--- src/rtl/soc_video_bridge_if.sv ---
// Bus bundle between the picorv32-side decode and the soc_video register port.
// The bridge takes the slave view; the CPU/video side takes the master view.
interface soc_video_bridge_if;
  logic        cpu_sel;
  logic [3:0]  cpu_wstrb;
  logic [23:0] cpu_addr;
  logic [31:0] cpu_wdata;
  logic        cpu_ready;
  logic [31:0] cpu_rdata;

  logic        vid_sel;
  logic [3:0]  vid_wren;
  logic [23:0] vid_address;
  logic [31:0] vid_data_in;
  logic [31:0] vid_data_out;
  logic        vid_hold;

  modport master (
    output cpu_sel, cpu_wstrb, cpu_addr, cpu_wdata,
    input  cpu_ready, cpu_rdata,
    input  vid_sel, vid_wren, vid_address, vid_data_in,
    output vid_data_out, vid_hold
  );

  modport slave (
    input  cpu_sel, cpu_wstrb, cpu_addr, cpu_wdata,
    output cpu_ready, cpu_rdata,
    output vid_sel, vid_wren, vid_address, vid_data_in,
    input  vid_data_out, vid_hold
  );
endinterface

--- src/rtl/soc_video_bridge.sv ---
// Posted-write / serialised-read adapter from the picorv32 native bus to soc_video.
// Writes queue in a FIFO; reads wait for the FIFO to drain, then issue and return data.
module soc_video_bridge #(
  parameter int FIFO_DEPTH   = 4,
  parameter int READ_LATENCY = 1
) (
  input  logic                        clk_cpu,
  input  logic                        n_reset,
  soc_video_bridge_if.slave           bus,
  output logic                        busy,
  output logic [$clog2(FIFO_DEPTH):0] fifo_level
);

  localparam int PTR_W = $clog2(FIFO_DEPTH);
  localparam int LVL_W = PTR_W + 1;
  localparam int LAT_W = 3;

  typedef enum logic [1:0] {IDLE, R_DRAIN, R_ISSUE, R_WAIT} state_t;

  typedef struct packed {
    logic [23:0] addr;
    logic [3:0]  strb;
    logic [31:0] data;
  } entry_t;

  state_t             state_q, state_d;
  entry_t             mem [FIFO_DEPTH];
  entry_t             head;
  logic [PTR_W-1:0]   wr_ptr, rd_ptr;
  logic [LVL_W-1:0]   level_q;
  logic [LAT_W-1:0]   lat_q;
  logic [23:0]        rd_addr_q;

  logic push, pop, accept_rd, issue_rd, capture, full;

  assign full       = (level_q == LVL_W'(FIFO_DEPTH));
  assign head       = mem[rd_ptr];
  assign fifo_level = level_q;
  assign busy       = (level_q != '0) || (state_q != IDLE);

  // NOTE: every signal is given a default before the case so no path leaves it
  // unassigned; otherwise synthesis infers a latch to hold the old value.
  always_comb begin
    state_d   = state_q;
    push      = 1'b0;
    accept_rd = 1'b0;
    issue_rd  = 1'b0;
    capture   = 1'b0;
    // Reads only issue once the FIFO is empty, so draining never competes with them.
    pop       = (level_q != '0) && !bus.vid_hold;

    unique case (state_q)
      IDLE: begin
        if (bus.cpu_sel && !bus.cpu_ready) begin
          if (bus.cpu_wstrb != 4'b0000) begin
            push = !full;
          end else begin
            accept_rd = 1'b1;
            state_d   = R_DRAIN;
          end
        end
      end
      R_DRAIN: begin
        if (level_q == '0) state_d = R_ISSUE;
      end
      R_ISSUE: begin
        if (!bus.vid_hold) begin
          issue_rd = 1'b1;
          state_d  = R_WAIT;
        end
      end
      R_WAIT: begin
        if (lat_q == LAT_W'(READ_LATENCY)) begin
          capture = 1'b1;
          state_d = IDLE;
        end
      end
      default: state_d = IDLE;
    endcase
  end

  // NOTE: registers use non-blocking assignments so every flop samples the
  // pre-edge values, independent of statement order.
  always_ff @(posedge clk_cpu or negedge n_reset) begin
    if (!n_reset) state_q <= IDLE;
    else          state_q <= state_d;
  end

  // NOTE: the FIFO storage has no reset; the pointers and level define which
  // entries are valid, so clearing them alone discards the contents.
  always_ff @(posedge clk_cpu) begin
    if (push) mem[wr_ptr] <= '{addr: bus.cpu_addr, strb: bus.cpu_wstrb, data: bus.cpu_wdata};
  end

  always_ff @(posedge clk_cpu or negedge n_reset) begin
    if (!n_reset) begin
      wr_ptr          <= '0;
      rd_ptr          <= '0;
      level_q         <= '0;
      lat_q           <= '0;
      rd_addr_q       <= '0;
      bus.cpu_ready   <= 1'b0;
      bus.cpu_rdata   <= '0;
      bus.vid_sel     <= 1'b0;
      bus.vid_wren    <= '0;
      bus.vid_address <= '0;
      bus.vid_data_in <= '0;
    end else begin
      if (push) wr_ptr <= wr_ptr + 1'b1;
      if (pop)  rd_ptr <= rd_ptr + 1'b1;

      unique case ({push, pop})
        2'b10:   level_q <= level_q + 1'b1;
        2'b01:   level_q <= level_q - 1'b1;
        default: level_q <= level_q;
      endcase

      if (accept_rd) rd_addr_q <= bus.cpu_addr;

      // Latency is counted from the cycle the read strobe is actually on the bus.
      if (issue_rd)               lat_q <= '0;
      else if (state_q == R_WAIT) lat_q <= lat_q + 1'b1;

      bus.cpu_ready <= push | capture;
      if (capture) bus.cpu_rdata <= bus.vid_data_out;

      bus.vid_sel  <= pop | issue_rd;
      bus.vid_wren <= pop ? head.strb : 4'b0000;
      if (pop) begin
        bus.vid_address <= head.addr;
        bus.vid_data_in <= head.data;
      end else if (issue_rd) begin
        bus.vid_address <= rd_addr_q;
      end
    end
  end

endmodule

--- src/flat_wrapper.sv ---
// flat-port wrapper written by rule: the top's interface ports become plain ports
module soc_video_bridge_flat 
#(
  parameter int FIFO_DEPTH   = 4,
  parameter int READ_LATENCY = 1
)
  (clk_cpu, n_reset, busy, fifo_level, bus_cpu_sel, bus_cpu_wstrb, bus_cpu_addr, bus_cpu_wdata, bus_cpu_ready, bus_cpu_rdata, bus_vid_sel, bus_vid_wren, bus_vid_address, bus_vid_data_in, bus_vid_data_out, bus_vid_hold);
  soc_video_bridge_if bus_i ();
  input  logic clk_cpu;
  input  logic n_reset;
  output logic busy;
  output logic [$clog2(FIFO_DEPTH):0] fifo_level;
  input wire logic [$bits(bus_i.cpu_sel)-1:0] bus_cpu_sel;
  input wire logic [$bits(bus_i.cpu_wstrb)-1:0] bus_cpu_wstrb;
  input wire logic [$bits(bus_i.cpu_addr)-1:0] bus_cpu_addr;
  input wire logic [$bits(bus_i.cpu_wdata)-1:0] bus_cpu_wdata;
  output wire logic [$bits(bus_i.cpu_ready)-1:0] bus_cpu_ready;
  output wire logic [$bits(bus_i.cpu_rdata)-1:0] bus_cpu_rdata;
  output wire logic [$bits(bus_i.vid_sel)-1:0] bus_vid_sel;
  output wire logic [$bits(bus_i.vid_wren)-1:0] bus_vid_wren;
  output wire logic [$bits(bus_i.vid_address)-1:0] bus_vid_address;
  output wire logic [$bits(bus_i.vid_data_in)-1:0] bus_vid_data_in;
  input wire logic [$bits(bus_i.vid_data_out)-1:0] bus_vid_data_out;
  input wire logic [$bits(bus_i.vid_hold)-1:0] bus_vid_hold;
  assign bus_i.cpu_sel = bus_cpu_sel;
  assign bus_i.cpu_wstrb = bus_cpu_wstrb;
  assign bus_i.cpu_addr = bus_cpu_addr;
  assign bus_i.cpu_wdata = bus_cpu_wdata;
  assign bus_cpu_ready = bus_i.cpu_ready;
  assign bus_cpu_rdata = bus_i.cpu_rdata;
  assign bus_vid_sel = bus_i.vid_sel;
  assign bus_vid_wren = bus_i.vid_wren;
  assign bus_vid_address = bus_i.vid_address;
  assign bus_vid_data_in = bus_i.vid_data_in;
  assign bus_i.vid_data_out = bus_vid_data_out;
  assign bus_i.vid_hold = bus_vid_hold;
  soc_video_bridge #(.FIFO_DEPTH(FIFO_DEPTH), .READ_LATENCY(READ_LATENCY)) u_core (.clk_cpu(clk_cpu), .n_reset(n_reset), .bus(bus_i), .busy(busy), .fifo_level(fifo_level));
endmodule
--- config.mk ---
export PLATFORM = sky130hd
export DESIGN_NAME = soc_video_bridge_flat
export DESIGN_NICKNAME = d
export VERILOG_FILES = /design/src/rtl/soc_video_bridge_if.sv /design/src/rtl/soc_video_bridge.sv /design/src/flat_wrapper.sv
export SDC_FILE = /design/constraint.sdc
export NUM_CORES = 1
export LEC_CHECK = 0
export BUFFER_PORTS_ARGS = -buffer_cell sky130_fd_sc_hd__buf_2
export CORE_ASPECT_RATIO = 0.75
export CORE_MARGIN = 5
export CORE_UTILIZATION = 51
export CTS_CLUSTER_SIZE = 28
export DETAILED_ROUTE_END_ITERATION = 10
export GPL_ROUTABILITY_DRIVEN = 1
export PLACE_DENSITY = 0.71
export SYNTH_ARGS = -nofsm -noshare
export SYNTH_HDL_FRONTEND = slang
export SYNTH_SLANG_ARGS = --single-unit
--- constraint.sdc ---
create_clock -name clk_cpu -period 2.97 [get_ports clk_cpu]
set_input_delay 0.594 -clock clk_cpu [delete_from_list [all_inputs] [get_ports clk_cpu]]
set_output_delay 0.594 -clock clk_cpu [all_outputs]
set_load 0.005 [all_outputs]
==> results of run 1 <==
-- metal layers --
layer,track usage [%],routed length (um)
met2,31.1,14400
met1,26.5,12600
met3,4.32,1760
met5,0,49
met4,4.94,579
-- placed cells by master, fill, tap and decap left out, types with 2 or more instances in the layout --
cell,Yosys,routed
sky130_fd_sc_hd__a211oi_1,2,2
sky130_fd_sc_hd__a31oi_1,23,23
sky130_fd_sc_hd__and2_1,8,4
sky130_fd_sc_hd__and2_4,0,4
sky130_fd_sc_hd__buf_12,2,12
sky130_fd_sc_hd__buf_2,16,192
sky130_fd_sc_hd__buf_4,8,14
sky130_fd_sc_hd__bufinv_16,0,4
sky130_fd_sc_hd__clkbuf_1,11,9
sky130_fd_sc_hd__clkbuf_16,0,37
sky130_fd_sc_hd__clkbuf_8,0,5
sky130_fd_sc_hd__clkinv_1,0,7
sky130_fd_sc_hd__clkinv_8,0,2
sky130_fd_sc_hd__dfrtp_1,130,128
sky130_fd_sc_hd__dfrtp_4,0,2
sky130_fd_sc_hd__edfxtp_1,240,240
sky130_fd_sc_hd__ha_1,11,11
sky130_fd_sc_hd__inv_1,9,9
sky130_fd_sc_hd__mux2_2,37,37
sky130_fd_sc_hd__mux2_4,20,20
sky130_fd_sc_hd__mux4_2,60,60
sky130_fd_sc_hd__nand2_1,149,149
sky130_fd_sc_hd__nand2b_1,3,3
sky130_fd_sc_hd__nor2_1,29,29
sky130_fd_sc_hd__xnor2_1,5,5
sky130_fd_sc_hd__xor2_1,3,3
-- flip-flops by register name (all words and copies together), names as in the netlist --
name                    flops
u_core.wr_ptr               2
u_core.mem                240
u_core.bus.cpu_ready        1
u_core.bus.cpu_rdata       32
u_core.fifo_level           3
u_core.rd_addr_q           24
u_core.bus.vid_data_in     32
u_core.lat_q                3
u_core.bus.vid_sel          1
u_core.bus.vid_address     24
u_core.rd_ptr               2
u_core.bus.vid_wren         4
u_core.state_q              2
-- critical path: stages (launching register included) --
cell and delay [ns]:
sky130_fd_sc_hd__dfrtp_1 0.41, sky130_fd_sc_hd__inv_1 0.09, sky130_fd_sc_hd__ha_1 0.27, sky130_fd_sc_hd__nand2_1 0.09, sky130_fd_sc_hd__a311oi_2 0.54, sky130_fd_sc_hd__inv_1 0.10, sky130_fd_sc_hd__ha_1 0.25, sky130_fd_sc_hd__inv_1 0.08
sky130_fd_sc_hd__fa_1 0.18, sky130_fd_sc_hd__xor2_1 0.15, sky130_fd_sc_hd__nor2_1 0.06, sky130_fd_sc_hd__xor2_1 0.14
-- cell families after synthesis --
group           count (synthesis)  share of synthesized area, %
xor+xnor                        8                         0.498
mux                           118                          14.8
flops                         370                          74.4
fa+ha+maj                      12                          1.12
compound gates                 31                          1.54
simple gates                  197                          5.73
buf+inv                        50                          1.98
-- worst paths after layout --
kind | startpoint | to | slack (ns) | depth (start not counted)
max | u_core.state_q[0] | u_core.fifo_level[2] | 0.48 | 11
max in group asynchronous | n_reset | u_core.bus.vid_wren[2] | 2.10 | 2
min reg2reg | u_core.bus.vid_data_in[13] | u_core.bus.vid_data_in[13] | 0.47 | 2
max reg2reg | u_core.state_q[0] | u_core.fifo_level[2] | 0.48 | 11
min in group clk_cpu | bus_cpu_wdata[8] | u_core.mem[0][8] | 0.28 | 1
min | n_reset | u_core.bus.vid_data_in[27] | 0.12 | 1
-- power by group --
part	internal [mW]	total, mW	switching (mW)
combinational	2.25	4.20	1.95
sequential	6.70	7.52	0.818
clock	2.79	4.68	1.89
-- layout make-up --
cell class	count	area, um2	share of cell area, %
sequential	370	10500	62.1
multi-input combinational	366	3350	19.9
tap	351	439	2.61
inverter	10	37.5	0.223
clock inverter	17	209	1.24
timing repair buffer	219	1320	7.82
antenna	1	2.50	0.0149
clock buffer	51	1030	6.10
-- metrics by stage --
| stage | utilization, % | setup slack (ns) | instances | hold WS [ns] | total power, mW |
|---|---|---|---|---|---|
| after floorplan | - | 0.477 | 786 | 0.298 | 10.1 |
| after global placement | 57.7 | 0.393 | 1316 | 0.454 | 11.7 |
| after detailed placement | 57.7 | 0.354 | 1316 | 0.457 | 11.9 |
| after CTS | 62.2 | 0.482 | 1384 | 0.126 | 16.6 |
| after global routing | 62.2 | 0.262 | 1385 | 0.155 | 17.3 |
| final | 62.2 | 0.481 | 1385 | 0.117 | 16.4 |
==> reports/qor.txt, run 1 <==
outcome: finished, final reports clean
element type at the critical path start: register
Post-CTS Setup Repair Bufs: 0
vias per inst: 5.41
FMAX: 0.402 GHz
gate count of the mapped netlist: 786
grt ovf: 0
DRC viols: 0
library cell occupying the most area in the post-synthesis netlist: sky130_fd_sc_hd__edfxtp_1
Pleak: 6.66 nW
required time of the critical path: 3.36 ns
VDD IR-drop max: 0.581 mV
share of the synthesized area in the top cell type: 51.2%
part of the Yosys area used for sequential elements: 74.4%
growth of design area from synthesis to finish: 19.8%
Final Critical Period: 2.49 ns
wire length per cell after detailed routing: 21.2 um
hold-fix buffers at CTS: 0
fraction of final layout cells sized beyond drive strength 1: 38.9%
number of nets in the layout: 1112
first-pass GRT wire length: 46.1 mm
count of different cell masters after synthesis: 38
Detail Route Antenna Nets: 0
most common cell in the netlist: sky130_fd_sc_hd__edfxtp_1
clock latency at the later pin of the worst-skew pair: 0.53 ns
Iteration-0 DRC Markers: 430
share of synthesized registers carrying an async set or reset: 35.1%
overall die width: 202 um
share of the clock period used by the worst path after layout: 83.8%
worst endpoint data arrival time: 2.88 ns
clk slew on worst S/H paths: 0.06 ns
Clock Tree Root: sky130_fd_sc_hd__clkbuf_16
Initial Utilization: 52.0%
EDFF count, synth: 240
DIE AREA: 0.0310 mm2
top-level port count: 194
Clock H-tree levels: 2
Net Count, Synth: 894
deepest clock path buffer count: 3
crit path capture type: register
ys flop type: sky130_fd_sc_hd__edfxtp_1
synthesis warning total: 0
count of max-cap constraint violations: 0
routed wire length: 29.4 mm
crit path kind: reg2reg
Core Footprint: 0.0271 mm2
Slew Limit Fails: 0
Placer Congestion: 0.729
post-route cell area: 0.0168 mm2
number of iterations in the first detailed-routing pass: 5
port buffer count: 193
instance area at placement: 0.0156 mm2
CTS tree: built
summed instance area of the synthesized netlist: 0.0141 mm2
peak fanout along the critical path: 8
setup clock skew after layout: 0.0193 ns
die extent in y: 154 um
commonest cells in the netlist: 240 x sky130_fd_sc_hd__edfxtp_1, 149 x sky130_fd_sc_hd__nand2_1, 130 x sky130_fd_sc_hd__dfrtp_1
largest net degree at the start of global routing: 82
Final setup violation count: 0
TritonCTS buffer count: 37
kind of path behind the tightest hold check: in2async
transition at the pin with the smallest max-transition slack: 0.947 ns
average footprint of a synthesized cell: 17.9 um2
placed wire-length estimate after detailed placement: 18.8 mm
fill cell instance count of the final layout: 1976
number of sinks on the clock net: 370
antenna violations before repair: 6
Row Count: 52
vias in the first global route: 7867
number of resized instances in the post-cts repair step: 0
vias post-DR: 7488
areal power density over the cells: 974 mW/mm2
worst slew margin relative to its limit: 36.9%
Global Route Usage Sum: 19.1%
number of synthesized register bits: 370
Setup Total Neg Slack: 0 ns
cells taking the most area after synthesis: sky130_fd_sc_hd__edfxtp_1 51%, sky130_fd_sc_hd__dfrtp_1 23%, sky130_fd_sc_hd__mux4_2 9.6%
RSZ-0062 raised after global routing: false
final hold vios: 0
Power figures use the tool's default switching activity.
==> run 2, diff against run 1 <==
--- a/config.mk
+++ b/config.mk
@@ -5,14 +5,15 @@
 export SDC_FILE = /design/constraint.sdc
 export NUM_CORES = 1
 export LEC_CHECK = 0
+export ABC_AREA = 1
 export BUFFER_PORTS_ARGS = -buffer_cell sky130_fd_sc_hd__buf_2
 export CORE_ASPECT_RATIO = 0.75
 export CORE_MARGIN = 5
-export CORE_UTILIZATION = 51
+export CORE_UTILIZATION = 53
 export CTS_CLUSTER_SIZE = 28
 export DETAILED_ROUTE_END_ITERATION = 10
 export GPL_ROUTABILITY_DRIVEN = 1
-export PLACE_DENSITY = 0.71
+export PLACE_DENSITY = 0.7
 export SYNTH_ARGS = -nofsm -noshare
 export SYNTH_HDL_FRONTEND = slang
 export SYNTH_SLANG_ARGS = --single-unit
==> constraint.sdc (replaced) <==
create_clock -name clk_cpu -period 2.5 [get_ports clk_cpu]
set_input_delay 0.5 -clock clk_cpu [delete_from_list [all_inputs] [get_ports clk_cpu]]
set_output_delay 0.5 -clock clk_cpu [all_outputs]
set_load 0.005 [all_outputs]
==> reports/qor.txt, run 2 <==
basic-gate share of the synthesized area counting and, or, nand and nor cells: 15.9% (+10 points)
CP Depth: 8 (-3)
crit path kind: reg2reg
Final setup violation count: 0 (unchanged)
FMAX: 0.484 GHz (+20%)
antenna violations before repair: 8 (+2)
Clock H-tree levels: 2 (unchanged)
Pleak: 7.20 nW (+8.0%)
number of sinks on the clock net: 370 (unchanged)
vias in the first global route: 9543 (+21%)
cell count after placement: 1688 (+28%)
TritonCTS buffer count: 36 (-2.7%)
setup clock skew after layout: 0.0129 ns (-0.00636 ns)
first-pass GRT wire length: 52.1 mm (+13%)
number of nets in the layout: 1484 (+33%)
non-filler cells in the finished layout: 1755 (+27%)
required time of the critical path: 2.67 ns (-0.69 ns)
Slew Limit Fails: 0 (unchanged)
grt ovf: 0 (unchanged)
post-layout utilization of the core: 63.2% (+1.0 points)
flop2flop setup slack: 0.43 ns (-0.05 ns)
DP Worst Slack: 0.323 ns (-0.0305 ns)
number of synthesized register bits: 370 (unchanged)
post-layout total power: 20.3 mW (+24%)
Placer Congestion: 0.770 (+5.7%)
areal power density over the cells: 1180 mW/mm2 (+21%)
growth of design area from synthesis to finish: 16.8%
share of synthesized registers carrying an async set or reset: 35.1% (unchanged)
Synth Area in Adders: 1.07% (-0.051 points)
Row Count: 52 (unchanged)
top cell family by delay on the critical path: buffers and inverters
terminating pin of the worst hold path: u_core.mem[0][9]
Ant. Diodes: 0 (-1)
Iteration-0 DRC Markers: 672 (+56%)
DIE AREA: 0.0313 mm2 (+0.73%)
worst r2r path cells: 8 (-3)
gate count of the mapped netlist: 1191 (+52%)
wire length per cell after detailed routing: 18.4 um (-13%)
element type at the critical path start: register
port buffer count: 193 (unchanged)
commonest cells in the netlist: 258 x sky130_fd_sc_hd__nand2_1, 240 x sky130_fd_sc_hd__edfxtp_1, 131 x sky130_fd_sc_hd__nand3_1
CTS tree: built
VDD IR-drop max: 0.683 mV (+18%)
count of max-cap constraint violations: 0 (unchanged)
summed instance area of the synthesized netlist: 0.0147 mm2 (+4.7%)
number of iterations in the first detailed-routing pass: 5 (unchanged)
average footprint of a synthesized cell: 12.4 um2 (-31%)
longest individual stage delay on the worst path: 0.41 ns (-0.13 ns)
worst slew margin relative to its limit: 49.6% (+13 points)
Net Count, Synth: 1299 (+45%)
hold path depth: 1
Post-CTS Setup Repair Bufs: 0 (unchanged)
startpoint of the worst register-to-register path: u_core.state_q[0]
fraction of final layout cells sized beyond drive strength 1: 24.1% (-15 points)
leading cell type in the layout, fill and taps excluded: sky130_fd_sc_hd__nand2_1
max FFs per register: 240 (unchanged)
part of the Yosys area used for sequential elements: 71.0% (-3.4 points)
worst setup slack after layout: 0.434 ns (-0.0468 ns)
clock latency at the later pin of the worst-skew pair: 0.52 ns (about the same)
Global Route Usage Sum: 20.7% (+1.6 points)
vias per inst: 5.38 (-0.55%)
outcome: finished, final reports clean
startpoint of the tightest hold check path: bus_cpu_wdata[9]
Core Footprint: 0.0272 mm2 (+0.48%)
number of resized instances in the post-cts repair step: 0 (unchanged)
crit-path cells: inv_1 -> ha_1 -> nand2_2 -> nor2_2 -> inv_2 -> buf_4 -> nor2_4 -> buf_12
routed wire length: 32.4 mm (+10%)
vias post-DR: 9436 (+26%)
worst endpoint data arrival time: 2.24 ns (-0.64 ns)
library cell occupying the most area in the post-synthesis netlist: sky130_fd_sc_hd__edfxtp_1
fraction of synthesized cell area in xor and xnor cells: 0.297% (-0.20 points)
placed wire-length estimate after detailed placement: 19.2 mm (+2.2%)
cells taking the most area after synthesis: sky130_fd_sc_hd__edfxtp_1 49%, sky130_fd_sc_hd__dfrtp_1 22%, sky130_fd_sc_hd__nand2_1 6.6%
worst hold margin: 0.195 ns (+0.0776 ns)
Clock Tree Root: sky130_fd_sc_hd__clkbuf_16
worst setup path startpoint: u_core.state_q[0]
deepest clock path buffer count: 3 (unchanged)
DRC viols: 0 (unchanged)
clk slew on worst S/H paths: 0.06 ns (about the same)
share of the clock period used by the worst path after layout: 82.6% (-1.2 points)
dominant combinational cell family by area after synthesis: simple AND/OR/NAND/NOR gates
Buf/Inv on CP: 4 (+1)
largest register by flop count: u_core.mem
overall die width: 203 um (+0.37%)
top-level port count: 194 (unchanged)
cell type of the slowest stage on the worst timing path: sky130_fd_sc_hd__dfrtp_1
final hold vios: 0 (unchanged)
RSZ-0062 raised after global routing: false
crit path capture type: register
Detail Route Antenna Nets: 0 (unchanged)
Reg-to-Reg End: u_core.mem[1][49]
die extent in y: 154 um (+0.36%)
most common cell in the netlist: sky130_fd_sc_hd__nand2_1
highest-count cells in the layout ignoring fill and taps: 258 x sky130_fd_sc_hd__nand2_1, 240 x sky130_fd_sc_hd__edfxtp_1, 192 x sky130_fd_sc_hd__buf_2
biggest registers after layout: u_core.mem x240, u_core.bus.cpu_rdata x32, u_core.bus.vid_data_in x32
EDFF count, synth: 240 (unchanged)
ys flop type: sky130_fd_sc_hd__edfxtp_1
count of different cell masters after synthesis: 31 (-18%)
Final Critical Period: 2.07 ns (-0.423 ns)
Initial Utilization: 54.2% (+2.2 points)
synthesis warning total: 0 (unchanged)
proportion of synthesized area in mux cells: 3.18% (-12 points)
kind of path behind the tightest hold check: in2reg
transition at the pin with the smallest max-transition slack: 0.756 ns (-0.191 ns)
largest net degree at the start of global routing: 122 (+49%)
peak fanout along the critical path: 52 (+44)
hold-fix buffers at CTS: 1 (+1)
share of the synthesized area in the top cell type: 48.9% (-2.3 points)
Synth Area in Compound Gates: 4.77% (+3.2 points)
-- run 2: cell families after synthesis --
logic type / count (synthesis)
adders and majority gates: 12
buffers and inverters: 92
and+or+nand+nor: 540
AOI/OAI and AO/OA: 140
xor gates and xnor gates: 5
DFF: 370
muxes: 32
-- run 2: layer usage --
metal  part of all wire [%]  GRT usage, %  routed length (um)  up-vias
met2                     46          32.7               15000      300
met1                     44          29.4               14200     4588
met4                    1.5          4.49                 485       16
li1                       -             -                   -     4478
met5                   0.34             0                 109        -
met3                    7.7          5.48                2510       54
-- run 2: power by group --
| part | total [mW] | internal (mW) | switching (mW) |
|---|---|---|---|
| clock | 5.39 | 3.18 | 2.21 |
| sequential | 8.74 | 8.03 | 0.710 |
| combinational | 6.22 | 2.45 | 3.77 |
| total | 20.3 | 13.7 | 6.70 |
-- run 2: area by class of cell --
type	instances	area (um2)
flip-flops and latches	370	10500
fillers	2091	9990
clock buffers	48	977
inverters	23	90.1
well taps	351	439
repair buffers	216	1280
clock inverters	18	195
multi-input cells	729	3750
-- run 2: how the worst max path moves through the flow --
stage	end	slack (ns)
after floorplan	u_core.mem[0][0]	-0.57
after global placement	u_core.fifo_level[2]	0.36
after detailed placement	u_core.fifo_level[2]	0.32
after CTS	busy	0.43
after global routing	busy	0.30
final	u_core.mem[1][49]	0.43
-- run 2: per-stage QoR --
stage | area (um2) | setup TNS (ns)
after floorplan | 14700 | -136.26
after CTS | 17200 | 0
after global placement | 16000 | 0
final | 17200 | 0
after global routing | 17200 | 0
after detailed placement | 16000 | 0
